<file path="src/rtl/modaddsub_pipe.sv">
// Multi-lane modular add/subtract, two-stage pipeline with valid/ready flow control.
// Stage 1 forms the raw sum/difference plus a correction flag per lane;
// stage 2 applies the modulus correction and drives the output beat.
module modaddsub_pipe #(
    parameter int unsigned       MWIDTH = 39,
    parameter int unsigned       LANES  = 4,
    parameter logic [MWIDTH-1:0] MOD    = 39'h40_0080_0001
) (
    input  logic                      clk,
    input  logic                      rst_n,
    input  logic                      i_vld,
    output logic                      o_rdy,
    input  logic                      i_mode,
    input  logic [LANES*MWIDTH-1:0]   i_din_0,
    input  logic [LANES*MWIDTH-1:0]   i_din_1,
    output logic                      o_vld,
    input  logic                      i_rdy,
    output logic [LANES*MWIDTH-1:0]   o_dout,
    output logic                      o_range_err,
    input  logic                      i_err_clr
);

    localparam int unsigned RW = MWIDTH + 1;
    localparam int unsigned BW = LANES * MWIDTH;

    logic                        s1_vld;
    logic                        s1_mode;
    logic [LANES-1:0][RW-1:0]    s1_raw;
    logic [LANES-1:0]            s1_flag;
    logic                        s2_vld;

    logic                        adv1;
    logic                        adv2;
    logic                        accept;
    logic [LANES-1:0][RW-1:0]    raw_nxt;
    logic [LANES-1:0]            flag_nxt;
    logic                        range_hit;
    logic [BW-1:0]               dout_nxt;

    // A stage may advance when it is empty or its successor is moving
    assign adv2   = ~s2_vld | i_rdy;
    assign adv1   = ~s1_vld | adv2;
    assign o_rdy  = adv1;
    assign accept = i_vld & adv1;
    assign o_vld  = s2_vld;

    // Stage 1 arithmetic: raw sum/difference, correction flag, operand range check
    always_comb begin
        raw_nxt   = '0;
        flag_nxt  = '0;
        range_hit = 1'b0;
        for (int k = 0; k < LANES; k++) begin
            if (i_mode) begin
                raw_nxt[k]  = {1'b0, i_din_0[k*MWIDTH +: MWIDTH]} - {1'b0, i_din_1[k*MWIDTH +: MWIDTH]};
                flag_nxt[k] = i_din_0[k*MWIDTH +: MWIDTH] < i_din_1[k*MWIDTH +: MWIDTH];
            end else begin
                raw_nxt[k]  = {1'b0, i_din_0[k*MWIDTH +: MWIDTH]} + {1'b0, i_din_1[k*MWIDTH +: MWIDTH]};
                flag_nxt[k] = raw_nxt[k] >= {1'b0, MOD};
            end
            range_hit = range_hit
                      | (i_din_0[k*MWIDTH +: MWIDTH] >= MOD)
                      | (i_din_1[k*MWIDTH +: MWIDTH] >= MOD);
        end
    end

    // Stage 2 correction: fold the raw value back into [0, MOD)
    always_comb begin
        dout_nxt = '0;
        for (int k = 0; k < LANES; k++) begin
            if (s1_flag[k]) begin
                if (s1_mode) begin
                    dout_nxt[k*MWIDTH +: MWIDTH] = MWIDTH'(s1_raw[k] + RW'(MOD));
                end else begin
                    dout_nxt[k*MWIDTH +: MWIDTH] = MWIDTH'(s1_raw[k] - RW'(MOD));
                end
            end else begin
                dout_nxt[k*MWIDTH +: MWIDTH] = s1_raw[k][MWIDTH-1:0];
            end
        end
    end

    // Stage 1 register: valid follows advance, data loads only on accept
    always_ff @(posedge clk or negedge rst_n) begin
        if (!rst_n) begin
            s1_vld  <= 1'b0;
            s1_mode <= 1'b0;
            s1_raw  <= '0;
            s1_flag <= '0;
        end else if (adv1) begin
            s1_vld <= i_vld;
            if (i_vld) begin
                s1_mode <= i_mode;
                s1_raw  <= raw_nxt;
                s1_flag <= flag_nxt;
            end
        end
    end

    // Stage 2 register: output beat, held stable while stalled
    always_ff @(posedge clk or negedge rst_n) begin
        if (!rst_n) begin
            s2_vld <= 1'b0;
            o_dout <= '0;
        end else if (adv2) begin
            s2_vld <= s1_vld;
            if (s1_vld) begin
                o_dout <= dout_nxt;
            end
        end
    end

    // Sticky range error; a new error wins over a same-cycle clear
    always_ff @(posedge clk or negedge rst_n) begin
        if (!rst_n) begin
            o_range_err <= 1'b0;
        end else begin
            o_range_err <= (accept & range_hit) | (o_range_err & ~i_err_clr);
        end
    end

endmodule

</file>
<file path="config.mk">
export PLATFORM = sky130hd
export DESIGN_NAME = modaddsub_pipe
export DESIGN_NICKNAME = d
export VERILOG_FILES = /design/src/rtl/modaddsub_pipe.sv
export SDC_FILE = /design/constraint.sdc
export NUM_CORES = 2
export LEC_CHECK = 0
export BUFFER_PORTS_ARGS = -buffer_cell sky130_fd_sc_hd__buf_2
export CAP_MARGIN = 25
export CORE_ASPECT_RATIO = 1.2
export CORE_MARGIN = 2
export CORE_UTILIZATION = 56
export CTS_CLUSTER_SIZE = 8
export DETAILED_ROUTE_END_ITERATION = 8
export PLACE_DENSITY_LB_ADDON = 0.08
export SLEW_MARGIN = 15
export SYNTH_ARGS = -nofsm -noshare
export SYNTH_HDL_FRONTEND = slang
export SYNTH_SLANG_ARGS = --single-unit
export TNS_END_PERCENT = 1
</file>
<file path="constraint.sdc">
create_clock -name clk -period 8.5 [get_ports clk]
set_input_delay 1.275 -clock clk [delete_from_list [all_inputs] [get_ports clk]]
set_output_delay 1.275 -clock clk [all_outputs]
set_load 0.01 [all_outputs]
</file>
* Word level (Yosys, flattened, before mapping) *
Cells that the tools add are included.
W data, S select, Z words.

operators by class
  $add $sub $neg = 16
  order comparisons = 16
  muxes and demuxes = 16
  bitwise logic cells = 16
  reduce and logical (&&, ||, !) cells = 2

operators with widths
  cell                      number
  $mux W39                  12
  $ge A39 B39 Y1 const B    8
  $add A39 B39 Y40          4
  $ge A40 B39 Y1 const B    4
  $add A39 B39 Y39 const B  4
  $lt A39 B39 Y1            4
  $sub A39 B39 Y39          4
  $sub A39 B39 Y39 const B  4
  $or A1 B1 Y1              10
  $mux W1                   4
  $reduce_and A2 Y1         2
  $and A1 B1 Y1             3
  $not A1 Y1                3

storage, ports and cells
  register bits = 320
  bits of input ports = 318
  output and inout port bits = 159
  logic and storage cells = 76

* Longest topological paths before layout *
  depth after elaboration = 10
  mapped depth = 16
  gate-level depth less buffers = 15

* Least setup slack after synthesis *
No wires, ideal clock.

  path type = reg-to-reg
  start = reg s1_mode
  end = reg o_dout[73]
  data arrival time = 6.504 ns
  data required time = 8.423 ns
  slack = 1.919 ns
  cell stages (with the launch flop) = 16
  buffers on the path = 1
  period minus slack after synthesis = 6.581 ns
  path through = dfrtp_1 > clkbuf_1 > inv_1 > ha_1 > a211oi_1 > o21ai_0 > a21o_1 > o21ba_2 > o31a_1 > a2111oi_0 > o31ai_1 > nor2b_1 > a211oi_1 > xnor2_1 > mux2i_1 > o21ai_1

between the ends
  cells in the longest elaborated chain, start to end = 2

ends and longest elaborated chain
  item                    RTL line  RTL
  from (decl)             27        logic s1_mode;
  from (signal assigned)  92        s1_mode <= i_mode;
  $mux W39                71        if (s1_mode) begin
  $mux W39                70        if (s1_flag[k]) begin
  to (signal assigned)    107       o_dout <= dout_nxt;
  to (decl)               18        output logic [LANES*MWIDTH-1:0] o_dout,

Every way passes these cells.
A chain may end at the register's enable or synchronous reset.

* Worst setup path after layout *
  start = reg s1_mode
  end = reg o_dout[114]

Same word-level chain as after synthesis.

==> summary.txt <==
Yosys
  • Yosys warnings: 0
  • Yosys reg bits: 320
  • Post-synth EDFFs: 0
  • Syn_nets: 6362
  • Mapped Cells: 5572
  • Synth async-reset ratio: 100%
  • Mean Syn Cell Area: 7.44 µm²
  • Top FF cell, synth: dfrtp_1
  • Synth Cell Area: 0.0414 mm²
  • Sequential element share of the synthesized area: 19.3%
  • Post-synth cell types: 105

Critical path
  • WP data arrival: approximately 5.7 ns
  • Reg2reg end: o_dout[114]
  • Crit path cell chain: inv_6 > buf_4 > buf_4 > ha_1 > a21o_1 > a21o_1 > a21oi_1 > nor4b_1 > nor3_1 > o2111ai_1 > a21o_1 > a21oi_1 > o21a_1 > o311ai_0 > o21a_1
  • Worst R2R Start: s1_mode
  • Slowest stage cell, crit path: buf_4
  • Worst reg2reg path depth: 15
  • Critical path's top delay family: compound AO/OA/AOI/OAI gates
  • Crit path max fanout: 78
  • Crit Path Class: reg2reg
  • Critical path required time: around 9 ns
  • Worst R2R Setup Slack: 3.38 ns
  • Largest stage delay, worst path: 0.71 ns
  • Startpoint Class: flop
  • CP endpoint kind: flop
  • Top cell by count, worst path: a21o_1
  • Buf/Inv on CP: 3

STA
  • Worst hold margin: approximately 0.47 ns
  • Setup Skew: 0.0273 ns
  • Tmin final: between 5 and 6 ns
  • Fmax: 195 MHz
  • Final period util: 60.3%
  • RSZ-0062 raised after global routing: no
  • Count of final setup violators: 0
  • Total negative setup slack: 0 ns
  • Worst Max-Slew Pin Slew: 1.10 ns
  • Rel. slew slack: between 20% and 30%
  • Max Slew Vio Count: 0
  • Final hold violation count: 0

Clock tree
  • TritonCTS clock tree: yes
  • Sink Count: 320
  • Number of setup buffers added after CTS: 0
  • CTS Hold Bufs: 0
  • Clk buf depth: 3
  • Root Buffer: clkbuf_16
  • Worst-path clk slew: 0.05 ns
  • Post-CTS sizing: 0
  • Num CTS Buffers: 47
  • H-tree Lvls: 2
  • Clock Latency Late Sink: 0.62 ns

Run
  • Total of max-cap violations: 0

Pwr
  • Peak VDD IR: 0.155 mV
  • PD cells: 218 mW/mm²
  • Tot Pwr: a little under 10 mW
  • P_leak: approximately 21 nW

Worst hold path
  • Worst Hold Depth: 2
  • Hold path start: o_dout[69]
  • Worst min-delay path class: reg2reg
  • Min-Delay Endpoint: o_dout[69]

Global route
  • Largest net degree at the start of global routing: 147
  • Grt total ovfl: 0
  • Initial antenna violation count: 23
  • First-pass GRT wire length: 231000 µm
  • Met3 Usage GRT: under 10%
  • Met2 Use GR: 62.2%
  • Grt met1 use: 49.3%
  • Vias in the first global route: 40968
  • GR peak layer: met2
  • GRT Total Usage: between 30% and 40%

Final layout
  • # fillers: 6962
  • Final core utilization: 62.0%
  • Non-Filler Instances: just under 7000
  • Area delta synth->final: 9.98%
  • Final Net Count: 6654
  • Layout cells sized above 1: 11.3%

Routing
  • First DRT Iteration DRCs: 4258
  • Via density: 6.45
  • Drt wl/cell: 22.1 µm
  • # DRC: 0
  • Routed WL: about 150000 µm
  • Drt first pass iters: 6
  • Vias: 44019
  • DRT antenna net count: 0

Die
  • Die ar.: 0.0762 mm²
  • Rows: between 100 and 150
  • Die Y: 302 µm
  • Core area: between 0.07 and 0.08 mm²
  • Initial Util: 56.4%
  • IO Count: between 400 and 500
  • Die W: 252 µm

Place
  • Inst Count DP: 6757
  • PortBufs: 476
  • Final Wtd Congestion: 1.05
  • Post-DP HPWL: 120000 µm

Outcome
  • Status: completed
-- stage by stage --
step | instance area (µm²) | setup WS [ns]
finish | 45600 | 3.38
floorplan | 41400 | 1.92
global placement | 44200 | 3.13
CTS | 45500 | 3.38
global route | 45600 | 3.11
detailed placement | 44200 | 3.05
-- synthesized netlist by cell type, types with 19 or more instances --
cell / instances / area (µm²)
o21ai_0: 588 / 2940
ha_1: 460 / 5760
o22ai_1: 20 / 125
o21bai_1: 83 / 623
inv_1: 344 / 1290
nand2_1: 565 / 2120
xnor2_1: 272 / 2380
a2111oi_0: 19 / 166
o2111ai_1: 19 / 166
a211oi_1: 69 / 518
a221oi_1: 19 / 166
xor2_1: 64 / 561
o211ai_1: 30 / 225
nor4_1: 116 / 726
nand3_1: 96 / 480
dfrtp_1: 320 / 8010
and3_1: 46 / 288
nor2_1: 387 / 1450
o21a_1: 60 / 450
nand2b_1: 67 / 419
a21o_1: 149 / 1120
nand4_1: 55 / 344
a31oi_1: 53 / 332
nor3_1: 126 / 631
or4_1: 31 / 233
a21oi_1: 519 / 2600
clkbuf_1: 222 / 833
nor2b_1: 75 / 469
o31ai_1: 59 / 443
mux2i_1: 137 / 1370
and2_1: 22 / 138
or3_1: 49 / 307
buf_1: 19 / 71.3
or2_2: 33 / 206
-- how the worst max path moves through the flow --
stage,startpoint,end,slack (ns),cells past startpoint
floorplan,s1_mode,o_dout[73],1.92,15
global placement,i_din_0[0],s1_flag[0],3.13,15
detailed placement,i_din_0[0],s1_flag[0],3.05,15
CTS,s1_mode,o_dout[114],3.38,15
global route,s1_mode,o_dout[114],3.11,15
finish,s1_mode,o_dout[114],3.38,15
-- placed cells by master, fill, tap and decap left out, types with 59 or more instances in the layout --
cell and instances:
dfrtp_1 318, nor2_1 387, nand2b_1 67, nor2b_1 75, inv_1 343, nand3_1 96, o21bai_1 83, o21ai_0 588
ha_1 460, o31ai_1 59, mux2i_1 137, a211oi_1 69, nand2_1 563, a21o_1 149, o21a_1 60, buf_2 474
xnor2_1 272, nor3_1 126, a21oi_1 519, xor2_1 64, nor4_1 115
-- flip-flops by register name, summed over array words and instances, names as in the netlist --
signal and count:
s1_flag 4, s1_mode 1, s1_raw 156, o_dout 156, o_vld 1, s1_vld 1, o_range_err 1
-- metal layers --
metal	routed length [µm]	vias up	share of wire, %
li1	-	20860	-
met1	60800	20739	40
met2	68700	2033	46
met3	13600	363	9.0
met4	7650	24	5.1
met5	171	-	0.11
-- power breakdown --
part	switching, mW	leakage, nW	internal [mW]
combinational	3.42	16.5	2.31
clock	0.710	0.621	1.02
sequential	0.421	3.90	2.06
total	4.55	21.1	5.39
-- worst min-delay path, stage by stage, from the launching register on --
cell     delay, ns
dfrtp_1       0.33
nand2_1       0.04
o21ai_0       0.06
-- area by class of cell --
cell class / instances / area, µm² / area share [%]
clock buffers: 53 / 1210 / 2.65
well taps: 943 / 1180 / 2.59
repair buffers: 500 / 2620 / 5.76
clock inverters: 4 / 66.3 / 0.146
multi-input cells: 4634 / 31100 / 68.2
flip-flops and latches: 320 / 8010 / 17.6
inverters: 361 / 1360 / 2.99
diodes: 10 / 25.0 / 0.0549
-- cells by family (layout without fill, tap and decap cells) --
logic type / count (synthesis) / count (layout) / share of synthesized area (%)
AO/OA/AOI/OAI: 1940 / 1940 / 29.5
XOR/XNOR: 336 / 336 / 7.10
adder cells (fa/ha/maj): 472 / 472 / 14.5
buffers and inverters: 618 / 918 / 5.68
flip-flops: 320 / 320 / 19.3
multiplexers: 149 / 149 / 3.64
other: 0 / 10 / 0
AND/OR/NAND/NOR: 1737 / 1737 / 20.3
Note: power is estimated with default switching activity, not from simulation.
